--- src/rtl/in_service_control.sv ---
// 8259A interrupt-acknowledge sequencer and In-Service Register.
// Optional automatic EOI is compiled in with `define IN_SERVICE_AEOI_EN.
module in_service_control #(
  parameter logic [2:0] SPURIOUS_LEVEL = 3'd7
) (
  input  logic       clk,
  input  logic       reset,
  input  logic [7:0] interruptVector,
  input  logic       intaPulse,
  input  logic [4:0] vectorBase,
  input  logic       aeoiMode,
  input  logic       eoiCmd,
  input  logic       eoiSpecific,
  input  logic [2:0] eoiLevel,
  output logic       cpu_int,
  output logic [7:0] ISR,
  output logic [7:0] irrClear,
  output logic [7:0] dataOut,
  output logic       dataOutValid,
  output logic [1:0] fsm_state
);

  localparam logic [1:0] IDLE = 2'd0;
  localparam logic [1:0] REQ  = 2'd1;
  localparam logic [1:0] ACK1 = 2'd2;

  logic [1:0] state, next_state;
  logic [2:0] level_q;
  logic       spurious_q;
  logic       accept, deliver;
  logic [7:0] set_mask, clr_mask, isr_next;

  // Lowest index wins, matching the fixed IR0-highest priority.
  function automatic logic [2:0] encode(input logic [7:0] v);
    encode = 3'd0;
    for (int i = 7; i >= 0; i--)
      if (v[i]) encode = i[2:0];
  endfunction

  assign accept    = (state == REQ) && intaPulse;
  assign deliver   = (state == ACK1) && intaPulse;
  assign fsm_state = state;

  always_comb begin
    next_state = state;
    case (state)
      IDLE:    if (|interruptVector) next_state = REQ;
      REQ:     if (intaPulse) next_state = ACK1;
      ACK1:    if (intaPulse) next_state = IDLE;
      default: next_state = IDLE;
    endcase
  end

  // A non-specific EOI picks from the current ISR, so a same-cycle set is never its target.
  always_comb begin
    set_mask = 8'd0;
    clr_mask = 8'd0;
    if (accept && (|interruptVector))
      set_mask = 8'd1 << encode(interruptVector);
    if (eoiCmd)
      clr_mask = eoiSpecific ? (8'd1 << eoiLevel) : (ISR & (~ISR + 8'd1));
`ifdef IN_SERVICE_AEOI_EN
    if (deliver && aeoiMode && !spurious_q)
      clr_mask = clr_mask | (8'd1 << level_q);
`endif
    isr_next = (ISR & ~clr_mask) | set_mask;
  end

`ifndef IN_SERVICE_AEOI_EN
  logic unused_aeoi;
  assign unused_aeoi = aeoiMode;
`endif

  always_ff @(posedge clk or posedge reset) begin
    if (reset) begin
      state        <= IDLE;
      cpu_int      <= 1'b0;
      ISR          <= 8'd0;
      irrClear     <= 8'd0;
      dataOut      <= 8'd0;
      dataOutValid <= 1'b0;
      level_q      <= 3'd0;
      spurious_q   <= 1'b0;
    end else begin
      state        <= next_state;
      cpu_int      <= (next_state == REQ);
      ISR          <= isr_next;
      irrClear     <= set_mask;
      dataOutValid <= deliver;
      if (deliver)
        dataOut <= {vectorBase, level_q};
      if (accept) begin
        spurious_q <= ~(|interruptVector);
        level_q    <= (|interruptVector) ? encode(interruptVector) : SPURIOUS_LEVEL;
      end
    end
  end

endmodule
--- config.mk ---
export PLATFORM = sky130hd
export DESIGN_NAME = in_service_control
export DESIGN_NICKNAME = d
export VERILOG_FILES = /design/src/rtl/in_service_control.sv
export SDC_FILE = /design/constraint.sdc
export NUM_CORES = 1
export LEC_CHECK = 0
export CAP_MARGIN = 5
export CORE_ASPECT_RATIO = 1.5
export CORE_MARGIN = 8
export CORE_UTILIZATION = 46
export CTS_BUF_LIST = sky130_fd_sc_hd__clkbuf_4 sky130_fd_sc_hd__clkbuf_8 sky130_fd_sc_hd__clkbuf_16
export CTS_CLUSTER_DIAMETER = 200
export CTS_CLUSTER_SIZE = 24
export DETAILED_ROUTE_END_ITERATION = 8
export HOLD_SLACK_MARGIN = 0.05
export PLACE_DENSITY = 0.81
export SYNTH_ARGS = -nofsm -noshare
export SYNTH_HDL_FRONTEND = slang
export SYNTH_SLANG_ARGS = --single-unit
--- constraint.sdc ---
create_clock -name clk -period 3.7 [get_ports clk]
set_clock_uncertainty 0.1 [all_clocks]
set_input_delay 0.37 -clock clk [delete_from_list [all_inputs] [get_ports clk]]
set_output_delay 0.37 -clock clk [all_outputs]
set_load 0.01 [all_outputs]
==> flow_summary.json <==
{
  "yosysWarnings": 0,
  "syn2layout_area_growth_pct": 45.8,
  "power_switching_uw": 378,
  "worst_slew_pin_slew_ps": 1090,
  "critPathRequiredTime_ps": 3780,
  "path_max_fanout": 9,
  "die-area_sq_um": 4860,
  "setup_tns_ps": 0,
  "avgRoutedWirePerCell_um": 14.7,
  "maxCapViolations": 0,
  "post-route-period-util": 0.491,
  "finalSetupViolCount": 0,
  "cts_resized": 0,
  "min_path_type": "register to register",
  "internal_power_uw": 827,
  "syn_area_sq_um": 1320,
  "utilization": 0.679,
  "numCtsBuffers": 5,
  "critPathKind": "input pin to register",
  "relSlewSlack": 0.275,
  "final_common_cell": "clkdlybuf4s50_1",
  "grtUsageTotal": 0.146,
  "hold_viol": 0,
  "rsz0062_at_grt": "false",
  "routed_wirelength_um": 3300,
  "cts.sinks": 31,
  "syn_avg_cell_area_sq_um": 9.96,
  "layout_common_cells": "clkdlybuf4s50_1 (48), nand2_1 (34), dfrtp_1 (31)",
  "drt-pass1-iter-count": 4,
  "power.density_nw_per_um2": 628,
  "die_h_um": 81.5,
  "gr-usage-met3": 0.0658,
  "synth_cells": 132,
  "clk_pin_slew_worst_paths_ps": 60,
  "final_nets": 207,
  "status": "complete, no violations",
  "clock_latency_ps": 270,
  "synth_fp_nets": 154,
  "grt_most_used_layer": "met2",
  "ios": 50,
  "h-tree-depth": 2,
  "swShare": 0.314,
  "power_frac_seq": 0.427,
  "drive_gt1_frac": 0.0699,
  "drc_errors": 0,
  "antenna_cells": 0,
  "synth_edf_count": 0,
  "cts_setup_buffers": 0,
  "ctsHoldBuffers": 0,
  "report.final.slew_viol_count": 0,
  "port-buffer-count": 48,
  "synth.distinct_cells": 32,
  "cp.arrival_ps": 1890,
  "coreArea_sq_um": 2820,
  "pwr-share-clk": 0.218,
  "seq_area_frac_synth": 0.590,
  "placed_area_sq_um": 1830,
  "grt_max_degree": 32,
  "grt_pass1_vias": 1225,
  "cp-end-kind": "register",
  "max_freq_mhz": 551,
  "synth_flop_cell": "dfrtp_1",
  "period_minus_slack_ps": 1820,
  "grt_pass1_wl_um": 5390,
  "cp-start-kind": "input pin",
  "finalInstanceArea_sq_um": 1920,
  "power_uw": 1200,
  "grt_use_met2": 0.249,
  "leakage_uw": 0.000849,
  "hpwlAfterDp_um": 2500,
  "vias": 1182,
  "antenna_found_initial": 0,
  "initial_core_util": 0.466,
  "die_x_um": 59.7,
  "drt_iter0_markers": 30,
  "async_reset_ff_frac": 1.00,
  "drtAntennaViolNets": 0,
  "ys_seq_elements": 31,
  "cts_tree": "built",
  "vdd_drop_max_uv": 409,
  "rows": 24,
  "grtUsageMet1": 0.150,
  "routed_via_density": 5.25,
  "cts-root-buf": "clkbuf_8",
  "combPwrFrac": 0.355,
  "routabilityCongestion": 0.847,
  "max-clock-path-buffers": 2,
  "gr-total-overflow": 0
}
==> area by class of cell <==
| cell class | count | area [sq um] |
|---|---|---|
| multi-input cells | 95 | 508 |
| repair buffers | 48 | 480 |
| inverters | 4 | 15.0 |
| fillers | 238 | 906 |
| clock buffers | 7 | 83.8 |
| clock inverters | 1 | 5.00 |
| well taps | 39 | 48.8 |
| flip-flops and latches | 31 | 776 |
==> worst max-delay path: stages <==
cell and delay (ps):
clkdlybuf4s50_1 540, nor4_1 470, nand2_2 210, o32ai_1 300
==> power by group through the flow <==
stage          Combinational (uW)  Clock, uW  Sequential (uW)
6_report                      428        263              514
5_1_grt                       469        286              525
4_1_cts                       435        270              513
3_5_place_dp                  433          0              516
3_3_place_gp                  424          0              512
2_1_floorplan                 154          0              549
==> sequential cells by signal, summed over array words and instances, names as in the netlist <==
signal and cells:
ISR 8, cpu_int 1, dataOut 8, dataOutValid 1, fsm_state 2, irrClear 8, level_q 3
==> metrics by stage <==
stage / setup WS, ps / std cells / hold slack, ps
6_report: 1880 / 225 / 370
5_1_grt: 1780 / 225 / 404
4_1_cts: 1920 / 225 / 374
3_5_place_dp: 1600 / 217 / 357
3_3_place_gp: 1660 / 217 / 351
2_1_floorplan: 2010 / 132 / 339
==> kinds of logic after synthesis <==
family,synth area share
AOI/OAI and AO/OA,0.122
buffers and inverters,0.0238
DFF,0.590
and+or+nand+nor,0.265
==> Yosys cell counts, drive strengths merged, types with 2 or more instances <==
cell | count | area share
a211oi | 2 | 0.011
a31oi | 3 | 0.014
and2 | 3 | 0.014
dfrtp | 31 | 0.59
inv | 3 | 0.0086
nand2 | 35 | 0.10
nand2b | 4 | 0.019
nand3 | 4 | 0.015
nand3b | 3 | 0.017
nor2 | 8 | 0.023
nor2b | 2 | 0.0095
nor3 | 8 | 0.030
o21ai | 8 | 0.030
o31ai | 2 | 0.011
==> final timing paths <==
path	from	to	slack (ps)	cells past startpoint
max	interruptVector[0]	ISR[4]$_DFF_PP0_	1880	4
min	dataOut[5]$_DFFE_PP0P_	dataOut[5]$_DFFE_PP0P_	370	2
max in group asynchronous	reset	ISR[0]$_DFF_PP0_	2280	2
min reg2reg	dataOut[5]$_DFFE_PP0P_	dataOut[5]$_DFFE_PP0P_	370	2
max reg2reg	ISR[0]$_DFF_PP0_	ISR[7]$_DFF_PP0_	1920	4
min in group asynchronous	reset	irrClear[5]$_DFF_PP0_	570	2
==> metal layers <==
metal / up-vias / part of all wire
met5: - / 0
met4: 0 / 0.0088
li1: 561 / -
met3: 8 / 0.088
met1: 553 / 0.41
met2: 60 / 0.49
No activity file was read; power rests on OpenSTA's default activity.
